[config.mk]
export PLATFORM = sky130hd
export DESIGN_NAME = imem_loader
export DESIGN_NICKNAME = d
export VERILOG_FILES = /design/src/rtl/nand_cpu_pkg.sv /design/src/rtl/loader_frame_fsm.sv /design/src/rtl/imem_loader.sv
export SDC_FILE = /design/constraint.sdc
export NUM_CORES = 1
export LEC_CHECK = 0
export CAP_MARGIN = 20
export CORE_ASPECT_RATIO = 1.75
export CORE_MARGIN = 4
export CORE_UTILIZATION = 40
export CTS_BUF_LIST = sky130_fd_sc_hd__clkbuf_2 sky130_fd_sc_hd__clkbuf_4 sky130_fd_sc_hd__clkbuf_8
export DETAILED_ROUTE_END_ITERATION = 8
export PLACE_DENSITY = 0.68
export SLEW_MARGIN = 20
export SYNTH_ARGS = -nofsm -noshare
export SYNTH_HDL_FRONTEND = slang
export SYNTH_HIERARCHICAL = 1
export SYNTH_SLANG_ARGS = --single-unit
[constraint.sdc]
create_clock -name clk -period 2.5 [get_ports clk]
set_input_delay 0.5 -clock clk [delete_from_list [all_inputs] [get_ports clk]]
set_output_delay 0.5 -clock clk [all_outputs]
set_load 0.02 [all_outputs]
[src/rtl/nand_cpu_pkg.sv]
// Shared definitions for the nand_cpu system: loader states and framing constants.
// PC_SIZE sets the instruction-memory address width. A fallback is provided
// for builds that do not define it.
`ifndef PC_SIZE
`define PC_SIZE 8
`endif

package nand_cpu_pkg;

  typedef enum logic [2:0] {
    IDLE   = 3'd0,
    LEN_LO = 3'd1,
    LEN_HI = 3'd2,
    DATA   = 3'd3,
    CSUM   = 3'd4,
    DONE   = 3'd5,
    ERROR  = 3'd6
  } loader_state_e;

  localparam logic [7:0]  LOADER_SYNC_BYTE = 8'hA5;
  localparam int unsigned LOADER_LEN_W     = 16;

endpackage

[src/rtl/loader_frame_fsm.sv]
// Frame parser for imem_loader: holds the state register, the length latch and
// the running XOR checksum, and drives the registered handshake/status outputs.
// Build option IMEM_LOADER_CSUM_EN: when defined, a trailing checksum byte is
// expected and checked; otherwise the frame ends after the last data byte.
module loader_frame_fsm
  import nand_cpu_pkg::*;
#(
  parameter int unsigned ADDR_W    = `PC_SIZE,
  parameter int unsigned DEPTH     = 2**ADDR_W,
  parameter logic [7:0]  SYNC_BYTE = LOADER_SYNC_BYTE
) (
  input  logic            clk,
  input  logic            rst,
  input  logic            in_valid,
  input  logic [7:0]      in_data,
  input  logic            restart,
  input  logic [ADDR_W:0] words_loaded,
  output logic            in_ready,
  output logic            cpu_hold,
  output logic            load_done,
  output logic            load_err,
  output logic            data_accept_c,
  output logic            count_clear_c
);

  loader_state_e state, state_next;
  logic [LOADER_LEN_W-1:0] len, len_next;
  logic accept_c;
`ifdef IMEM_LOADER_CSUM_EN
  logic [7:0] csum, csum_next;
`endif

  assign accept_c = in_valid & in_ready;

  // Next-state, length latch and checksum update.
  always_comb begin
    state_next    = state;
    len_next      = len;
    data_accept_c = 1'b0;
    count_clear_c = 1'b0;
`ifdef IMEM_LOADER_CSUM_EN
    csum_next     = csum;
`endif
    case (state)
      IDLE: begin
        if (accept_c && (in_data == SYNC_BYTE)) state_next = LEN_LO;
      end
      LEN_LO: begin
        if (accept_c) begin
          len_next[7:0] = in_data;
          state_next    = LEN_HI;
        end
      end
      LEN_HI: begin
        if (accept_c) begin
          len_next[15:8] = in_data;
          count_clear_c  = 1'b1;
`ifdef IMEM_LOADER_CSUM_EN
          csum_next      = 8'h00;
`endif
          if (32'(len_next) > DEPTH) begin
            state_next = ERROR;
          end else if (len_next == '0) begin
`ifdef IMEM_LOADER_CSUM_EN
            state_next = CSUM;
`else
            state_next = DONE;
`endif
          end else begin
            state_next = DATA;
          end
        end
      end
      DATA: begin
        if (accept_c) begin
          data_accept_c = 1'b1;
`ifdef IMEM_LOADER_CSUM_EN
          csum_next     = csum ^ in_data;
`endif
          // Last byte when the post-increment count reaches len.
          if ((32'(words_loaded) + 32'd1) == 32'(len)) begin
`ifdef IMEM_LOADER_CSUM_EN
            state_next = CSUM;
`else
            state_next = DONE;
`endif
          end
        end
      end
`ifdef IMEM_LOADER_CSUM_EN
      CSUM: begin
        if (accept_c) state_next = (in_data == csum) ? DONE : ERROR;
      end
`endif
      DONE, ERROR: begin
        if (restart) state_next = IDLE;
      end
      default: state_next = IDLE;
    endcase
  end

  // State register; status outputs are registered from the next state so they
  // always agree with the state they describe.
  always_ff @(posedge clk or posedge rst) begin
    if (rst) begin
      state     <= IDLE;
      len       <= '0;
      in_ready  <= 1'b0;
      cpu_hold  <= 1'b1;
      load_done <= 1'b0;
      load_err  <= 1'b0;
`ifdef IMEM_LOADER_CSUM_EN
      csum      <= 8'h00;
`endif
    end else begin
      state     <= state_next;
      len       <= len_next;
      in_ready  <= (state_next != DONE) && (state_next != ERROR);
      cpu_hold  <= (state_next != DONE);
      load_done <= (state_next == DONE);
      load_err  <= (state_next == ERROR);
`ifdef IMEM_LOADER_CSUM_EN
      csum      <= csum_next;
`endif
    end
  end

endmodule

[src/rtl/imem_loader.sv]
// Byte-stream program loader: writes a framed program into instruction memory
// from address 0 and holds the CPU in reset until a frame loads cleanly.
// Build option IMEM_LOADER_CSUM_EN enables the trailing XOR checksum byte.
// n_rst is an asynchronous, active-high reset despite its name.
module imem_loader
  import nand_cpu_pkg::*;
#(
  parameter int unsigned ADDR_W    = `PC_SIZE,
  parameter int unsigned DEPTH     = 2**ADDR_W,
  parameter logic [7:0]  SYNC_BYTE = LOADER_SYNC_BYTE
) (
  input  logic              clk,
  input  logic              n_rst,
  input  logic              in_valid,
  input  logic [7:0]        in_data,
  output logic              in_ready,
  input  logic              restart,
  output logic              imem_we,
  output logic [ADDR_W-1:0] imem_waddr,
  output logic [7:0]        imem_wdata,
  output logic              cpu_hold,
  output logic              load_done,
  output logic              load_err,
  output logic [ADDR_W:0]   words_loaded
);

  localparam int unsigned CNT_W = ADDR_W + 1;

  logic data_accept_c;
  logic count_clear_c;

  loader_frame_fsm #(
    .ADDR_W    (ADDR_W),
    .DEPTH     (DEPTH),
    .SYNC_BYTE (SYNC_BYTE)
  ) u_frame_fsm (
    .clk           (clk),
    .rst           (n_rst),
    .in_valid      (in_valid),
    .in_data       (in_data),
    .restart       (restart),
    .words_loaded  (words_loaded),
    .in_ready      (in_ready),
    .cpu_hold      (cpu_hold),
    .load_done     (load_done),
    .load_err      (load_err),
    .data_accept_c (data_accept_c),
    .count_clear_c (count_clear_c)
  );

  // Write-port stage (one cycle after acceptance) and per-frame byte counter.
  always_ff @(posedge clk or posedge n_rst) begin
    if (n_rst) begin
      imem_we      <= 1'b0;
      imem_waddr   <= '0;
      imem_wdata   <= 8'h00;
      words_loaded <= '0;
    end else begin
      imem_we <= data_accept_c;
      if (data_accept_c) begin
        imem_waddr <= words_loaded[ADDR_W-1:0];
        imem_wdata <= in_data;
      end
      if (count_clear_c) begin
        words_loaded <= '0;
      end else if (data_accept_c) begin
        words_loaded <= words_loaded + CNT_W'(1);
      end
    end
  end

endmodule
# Word-level counts from Yosys, hierarchy flattened
# Index checks and enable logic that the tools add are counted.
[op_classes]
n_addsub = 2
bitwise = 1
n_reduce_logical = 8
muxes = 14
order_cmp = 1
n_eq_ne = 11
[ops]
columns = ["operator", "n"]
rows = [
  ["32-bit by 16-bit equality test with 1-bit output", 1],
  ["3-bit 2-to-1 mux", 8],
  ["9-bit 2-to-1 mux", 2],
  ["16-bit by 9-bit > comparator with 1-bit output (second input constant)", 1],
  ["16-bit logical NOT", 1],
  ["3-bit case mux with 5 select lines", 1],
  ["3-bit equality test (second input constant)", 4],
  ["9-bit by 1-bit adder with 10-bit output (second input constant)", 1],
  ["9-bit by 1-bit adder with 9-bit output (second input constant)", 1],
  ["8-bit equality test (second input constant)", 1],
  ["3-bit by 2-bit equality test with 1-bit output (second input constant)", 2],
  ["3-bit != test (second input constant)", 2],
  ["2-bit AND reduction", 2],
  ["3-bit by 1-bit equality test with 1-bit output (second input constant)", 1],
  ["3-bit logical NOT", 1],
  ["1-bit 2-to-1 mux", 3],
  ["1-bit logical AND", 2],
  ["2-bit nonzero test", 1],
  ["2-bit OR reduction", 1],
  ["1-bit AND", 1],
]
[word_totals]
inputBits = 12
word_cells = 48
ff_bits = 49

# Logic depth before layout (Yosys ltp)
# Gate-level depths: netlist of the first run.
[logic_depth]
depth_word = 7
depth_mapped = 8
ltp_nobuf = 7

# Hierarchy
# Netlist of the first run, hierarchy kept.
[modules_own_cells]
columns = ["mod", "area_each_um2", "instances", "cells_per_inst", "seq_area_each_um2"]
rows = [
  ["loader_frame_fsm", 1412.6, 1, 137, 576.8],
  ["imem_loader", 1043.5, 1, 76, 650.6],
]

# Least setup slack after synthesis of the first run
# OpenSTA, ideal clock, no wires.
[synth_timing]
path_kind = "in2reg"
start = "input port in_data[1]"
end = "register u_frame_fsm.load_err"
t_arrival_ps = 2191
setup_slack_ps = 178
path_stages = 6
required_ps = 2368
n_path_buf = 0
path_cell_list = "or4_4 or4_4 or3b_1 a21oi_2 o41ai_2 nor2b_1"
[synth_via]
elab_chain_cells = 6
[synth_rtl]
columns = ["element", "line_no", "source"]
rows = [
  ["start: declaration", "imem_loader.sv:15", "input logic [7:0] in_data,"],
  ["branches (longest 4 deep; another with 16-bit by 9-bit > comparator with 1-bit output)", "-", ""],
  ["3-bit case mux with 5 select lines *", "loader_frame_fsm.sv:44", "case (state)"],
  ["net u_frame_fsm.state_next[2]", "loader_frame_fsm.sv:26", "loader_state_e state, state_next;"],
  ["3-bit equality test *", "loader_frame_fsm.sv:121", "load_err <= (state_next == ERROR);"],
  ["end signal: assignment", "loader_frame_fsm.sv:121", ""],
  ["end: declaration", "loader_frame_fsm.sv:21", "output logic load_err,"],
]
# Mark *: on every way through the listed nets, which the timed path passes.
# A chain may end at the register's enable or synchronous reset.

# Worst setup path after layout of the first run
[layout_timing]
start = "input port in_data[1]"
end = "register u_frame_fsm.load_done"
[layout_rtl]
columns = ["element", "line_no", "source"]
rows = [
  ["16-bit by 9-bit > comparator with 1-bit output / 8-bit equality test (equally long branches)", "loader_frame_fsm.sv:61, loader_frame_fsm.sv:46", ""],
  ["3-bit 2-to-1 mux / 1-bit logical AND (equally long branches)", "loader_frame_fsm.sv:61, loader_frame_fsm.sv:46", ""],
  ["3-bit 2-to-1 mux (on tied branches)", "loader_frame_fsm.sv:55, loader_frame_fsm.sv:46", ""],
  ["3-bit case mux with 5 select lines *", "loader_frame_fsm.sv:44", ""],
  ["net u_frame_fsm.state_next[0]", "loader_frame_fsm.sv:26", ""],
  ["3-bit equality test *", "loader_frame_fsm.sv:120", "load_done <= (state_next == DONE);"],
  ["end signal: assignment", "loader_frame_fsm.sv:120", ""],
  ["end: declaration", "loader_frame_fsm.sv:20", "output logic load_done,"],
]
# The timed path passes the listed nets; every way through them passes the cells marked *.

==> flow_metrics.py, run 1 <==
metrics = {
    "outcome": {
        "status": "finished, final reports clean",
    },
    "synth": {
        "ys.flop_type": "dfrtp_1",
        "yosysSeqAreaShare_pct": 50.0,
        "synthCells": 213,
        "synth_edf_count": 0,
        "synth-seq-cells": 49,
        "async_flop_share_pct": 100,
        "syn-cell-area_um2": 2460,
        "syn_avg_cell_area_um2": 11.5,
        "synth.distinct_cells": 50,
        "yosys_warnings": 6,
        "syn-num-nets": 227,
    },
    "global_routing": {
        "grt_pass1_wl_um": 9980,
        "overflow": 0,
        "grt_max_degree": 24,
        "antenna_found_initial": 0,
        "groute.usage.overall_pct": 17.4,
        "grt_pass1_vias": 2041,
    },
    "worst_setup_path": {
        "rrSetupSlack_ps": 160,
        "r2r-end": "u_frame_fsm/load_err",
        "crit_fanout": 4,
        "worstPathRequired_ps": 2740,
        "start_kind": "primary input",
        "worstSetupEndpointType": "flop",
        "worstPathArrival_ps": 2620,
        "reg2reg_depth": 7,
        "r2r-start": "words_loaded[0]",
        "path_class": "in2reg",
    },
    "drt": {
        "first_pass_iters": 4,
        "drt_iter0_drc": 82,
        "routed_wl_um": 5860,
        "ant_nets": 0,
        "wl_per_cell_um": 16.3,
        "drc": 0,
        "vias": 1927,
        "vias_per_cell": 5.35,
    },
    "clocking": {
        "cts_buffers": 5,
        "ctsRootBufferMaster": "clkbuf_8",
        "cts.sinks": 49,
        "tritoncts": "yes",
        "cts_buffer_depth": 2,
        "holdBufCountCts": 0,
        "path_clk_slew_ps": 90,
        "h-tree-depth": 2,
        "insertion_delay_ps": 300,
    },
    "sta": {
        "whs_ps": 441,
        "rsz0062_at_grt": "no",
        "setup-violations-final": 0,
        "final_max_slew_viol_count": 0,
        "fmax_mhz": 420,
        "maxSlewHeadroom_pct": 63.4,
        "hold_violations": 0,
        "finalCritPeriodShare_pct": 95.2,
        "finClkSkew_ps": 3.88,
        "tightest_slew_ps": 544,
        "min_period_ps": 2380,
    },
    "placement": {
        "dp_hpwl_um": 4550,
        "place_congestion": 0.777,
        "place_area_um2": 3120,
        "io_buffers": 41,
    },
    "layout": {
        "area_growth_pct": 33.3,
        "fin_nets": 295,
        "final_cell_mix": "dfrtp_1 (48), clkdlybuf4s50_1 (37), mux2_2 (31)",
        "antenna_cells": 0,
        "design_area_um2": 3270,
        "layout_commonest_cell": "dfrtp_1",
        "drive_above_1_share_pct": 29.1,
        "fillers": 568,
        "multiInputGateArea_um2": 1210,
        "register_area_um2": 1230,
    },
    "floorplanning": {
        "die_w_um": 67.2,
        "dieArea_um2": 7510,
        "die_h_um": 112,
        "rows": 37,
        "ios": 42,
        "core_um2": 5930,
        "start_util_pct": 41.4,
    },
    "pwr": {
        "ir_drop_uv": 563,
        "p_per_area_nw_per_um2": 626,
        "p_leak_nw": 1.43,
    },
    "hold_path": {
        "hp-class": "in2async",
    },
    "run": {
        "max-cap-violations": 0,
    },
}
[cell usage after synthesis, types with 2 or more instances]
| library cell | number | area, µm² |
|---|---|---|
| or3_1 | 4 | 25.0 |
| nand4_1 | 5 | 31.3 |
| nor3b_1 | 2 | 15.0 |
| o21ai_0 | 9 | 45.0 |
| a21oi_1 | 10 | 50.1 |
| xnor2_1 | 5 | 43.8 |
| mux2_2 | 31 | 349 |
| nand3_1 | 7 | 35.0 |
| nand2_1 | 13 | 48.8 |
| nor4_1 | 3 | 18.8 |
| buf_4 | 2 | 15.0 |
| or4_4 | 2 | 22.5 |
| nor3_1 | 3 | 15.0 |
| nor4b_1 | 2 | 17.5 |
| nor2b_1 | 2 | 12.5 |
| ha_1 | 2 | 25.0 |
| inv_1 | 6 | 22.5 |
| dfrtp_1 | 48 | 1200 |
| nand2b_1 | 4 | 25.0 |
| nor2_1 | 12 | 45.0 |
| o21a_1 | 2 | 15.0 |
| nand4_2 | 2 | 25.0 |
| xor2_1 | 7 | 61.3 |
| o311ai_0 | 2 | 17.5 |
| and2_1 | 3 | 18.8 |
[per-stage QoR]
stage / util, % / TNS (ps) / power (mW) / setup slack, ps / std cells
2_1_floorplan: - / 0 / 1.29 / 178 / 213
3_3_place_gp: 52.6 / -1810 / 1.45 / -409 / 351
3_5_place_dp: 52.6 / -2040 / 1.46 / -461 / 351
4_1_cts: 54.9 / 0 / 2.06 / 30.5 / 360
5_1_grt: 55.3 / 0 / 2.16 / 38.9 / 360
6_report: 55.3 / 0 / 2.05 / 120 / 360
[logic make-up after synthesis]
logic type                 share of synthesized area [%]
xor gates and xnor gates                            4.28
adders and majority gates                           1.02
AOI/OAI and AO/OA                                   10.8
buffers and inverters                               2.04
muxes                                               14.6
and+or+nand+nor                                     17.3
DFF                                                 50.0
[critical path, stage by stage]
cell and delay (ps):
clkdlybuf4s15_2 220, or4_4 550, or4_4 430, buf_4 160, nor3_2 160, a21oi_2 70
o41ai_4 360, and2_1 170
[metal layers]
layer	wire length (µm)	track usage (%)	vias up	share of wire, %
met4	176	7.59	0	3.0
li1	-	-	920	-
met2	3310	31.2	40	56
met5	0	0	-	0
met3	155	3.03	11	2.6
met1	2220	19.2	956	38
[power breakdown]
| part | switching (mW) | total, mW | leakage [nW] | internal (mW) |
|---|---|---|---|---|
| Clock | 0.257 | 0.594 | 0.0619 | 0.337 |
| Sequential | 0.0926 | 0.995 | 0.653 | 0.902 |
| Combinational | 0.225 | 0.460 | 0.717 | 0.235 |
| Total | 0.575 | 2.05 | 1.43 | 1.47 |
[cell type report]
| type | count | area share [%] |
|---|---|---|
| clock buffers | 7 | 2.75 |
| clock inverters | 1 | 0.917 |
| well taps | 78 | 2.98 |
| repair buffers | 66 | 18.2 |
| flip-flops and latches | 49 | 37.5 |
| multi-input cells | 153 | 37.0 |
| inverters | 6 | 0.688 |
[registers in the layout, summed over array words and instances, names as in the netlist]
name,count
imem_waddr,8
u_frame_fsm/load_err,1
words_loaded,9
u_frame_fsm/cpu_hold,1
u_frame_fsm/load_done,1
imem_wdata,8
u_frame_fsm/state,3
imem_we,1
u_frame_fsm/in_ready,1
u_frame_fsm/len,16
[worst max-delay path by stage]
stage                     slack (ps)  cells after the start                    end        from
after floorplan                  180                      6   u_frame_fsm/load_err  in_data[1]
after global placement          -410                      7   u_frame_fsm/load_err  in_data[1]
after detailed placement        -460                      7   u_frame_fsm/load_err  in_data[1]
after CTS                         30                      7   u_frame_fsm/load_err  in_data[1]
after global routing              40                      8  u_frame_fsm/load_done  in_data[1]
final                            120                      8  u_frame_fsm/load_done  in_data[1]
[timing repair]
item,4_1_cts,5_1_grt
setup endpoints to repair,4,2
buffers inserted,1,0
pin swaps,4,4
resized for setup,7,4
No activity file was read; power rests on OpenSTA's default activity.
==> inputs of run 2 (changes only) <==
==> constraint.sdc (replaced) <==
create_clock -name clk -period 2.45 [get_ports clk]
set_input_delay 0.49 -clock clk [delete_from_list [all_inputs] [get_ports clk]]
set_output_delay 0.49 -clock clk [all_outputs]
set_load 0.02 [all_outputs]
==> run 2 against run 1 <==
  * First-iteration DRC count up 20%
  * Via count up 1.5%
  * Non-clock buffer count unchanged
  * Sequential cell count unchanged
  * Setup slack worse by 27 ps
  * Combinational power up 4%
  * Critical endpoint unchanged
  * Largest power group unchanged
==> flow_metrics.py, run 2 (same netlist as run 1, synthesis figures left out) <==
metrics = {
    "run": {
        "max-cap-violations": 0,
    },
    "clocking": {
        "cts.sinks": 49,
        "holdBufCountCts": 0,
        "path_clk_slew_ps": 100,
        "tritoncts": "yes",
        "ctsRootBufferMaster": "clkbuf_8",
        "cts_buffers": 5,
        "cts_buffer_depth": 2,
        "h-tree-depth": 2,
        "insertion_delay_ps": 310,
    },
    "drt": {
        "vias_per_cell": 5.43,
        "routed_wl_um": 5940,
        "ant_nets": 0,
        "first_pass_iters": 4,
        "wl_per_cell_um": 16.5,
        "vias": 1955,
        "drc": 0,
        "drt_iter0_drc": 98,
    },
    "placement": {
        "place_area_um2": 3120,
        "dp.cells": 351,
        "io_buffers": 41,
        "place_congestion": 0.777,
        "dp_hpwl_um": 4610,
    },
    "layout": {
        "area_growth_pct": 32.2,
        "top_register": "u_frame_fsm/len",
        "final_cell_mix": "dfrtp_1 (48), clkdlybuf4s50_1 (37), mux2_2 (31)",
        "layout_commonest_cell": "dfrtp_1",
        "design_area_um2": 3250,
        "antenna_cells": 0,
        "fin_cells": 360,
        "largest_reg_flops": 16,
        "fin_nets": 295,
        "top_regs": "u_frame_fsm/len x16, words_loaded x9",
        "drive_above_1_share_pct": 29.1,
    },
    "global_routing": {
        "top_usage_layer": "met2",
        "met2_usage_pct": 31.9,
        "overflow": 0,
        "use_met1_pct": 18.4,
        "antenna_found_initial": 0,
        "grt_pass1_wl_um": 9840,
        "grt_pass1_vias": 2036,
        "groute.usage.overall_pct": 17.3,
        "gr-usage-met3_pct": 3.13,
        "grt_max_degree": 24,
    },
    "floorplanning": {
        "core_um2": 5930,
        "dieArea_um2": 7510,
        "rows": 37,
        "ios": 42,
        "die_h_um": 112,
        "die_w_um": 67.2,
        "start_util_pct": 41.4,
    },
    "sta": {
        "maxSlewHeadroom_pct": 61.3,
        "fmax_mhz": 424,
        "min_period_ps": 2360,
        "tightest_slew_ps": 576,
        "hold_violations": 0,
        "rsz0062_at_grt": "no",
        "finalCritPeriodShare_pct": 96.2,
        "final_max_slew_viol_count": 0,
        "setup-violations-final": 0,
        "finClkSkew_ps": 9.84,
    },
    "hold_path": {
        "hp-class": "in2async",
    },
    "worst_setup_path": {
        "worstSetupEndpointType": "flop",
        "worstPathArrival_ps": 2550,
        "path_class": "in2reg",
        "worstPathRequired_ps": 2650,
        "crit_fanout": 5,
        "start_kind": "primary input",
    },
    "pwr": {
        "p_leak_nw": 1.42,
        "p_per_area_nw_per_um2": 608,
        "ir_drop_uv": 531,
    },
    "outcome": {
        "status": "finished, final reports clean",
    },
}
==> run 2: cell type report <==
class / instances / area [µm²]
Fill cell: 570 / 2680
Tap cell: 78 / 97.6
Clock buffer: 5 / 68.8
Timing Repair Buffer: 66 / 596
Clock inverter: 3 / 21.3
Inverter: 6 / 22.5
Sequential cell: 49 / 1230
Multi-Input combinational cell: 153 / 1210
==> run 2: layer usage <==
metal | routed length, µm | vias up | part of all wire (%)
li1 | - | 914 | -
met1 | 2240 | 992 | 38
met2 | 3430 | 40 | 58
met3 | 150 | 9 | 2.5
met4 | 121 | 0 | 2.0
met5 | 0 | - | 0
==> run 2: stage by stage <==
| stage | power, mW | setup slack (ps) | utilization [%] | setup TNS, ps | hold WS (ps) |
|---|---|---|---|---|---|
| 2_1_floorplan | 1.31 | 138 | - | 0 | 481 |
| 3_3_place_gp | 1.48 | -449 | 52.6 | -2070 | 489 |
| 3_5_place_dp | 1.49 | -486 | 52.6 | -2260 | 496 |
| 4_1_cts | 1.99 | 9.93 | 54.4 | 0 | 423 |
| 5_1_grt | 2.09 | 29.9 | 54.8 | 0 | 417 |
| 6_report | 1.97 | 93.3 | 54.8 | 0 | 423 |
==> run 2: timing repair <==
item | CTS | global route
pin swaps | 4 | 3
gates resized for setup | 7 | 4
setup buffers | 1 | 0
setup endpoints to repair | 5 | 3
==> run 2: worst max-delay path, cell delays in order <==
cell and delay, ps:
dlygate4sd2_1 240, or4_4 510, or4_4 440, or3b_1 400
a21oi_2 180, o41ai_4 120, and2_1 170
==> run 2: final timing paths <==
check                      depth (start not counted)       startpoint                     to  slack [ps]
hold reg to reg                                    1    imem_waddr[7]          imem_waddr[7]         510
setup / recovery                                   7       in_data[6]  u_frame_fsm/load_done          90
max in group asynchronous                          3            n_rst        words_loaded[4]        1470
setup reg to reg                                   7  words_loaded[0]   u_frame_fsm/load_err         210
hold / removal                                     2            n_rst          imem_wdata[3]         420
min in group clk                                   1    imem_waddr[7]          imem_waddr[7]         510
==> run 2: power by group <==
part           internal, mW  switching, mW  total, mW
Sequential            0.921         0.0982       1.02
Clock                 0.203          0.274      0.477
Combinational         0.238          0.240      0.479
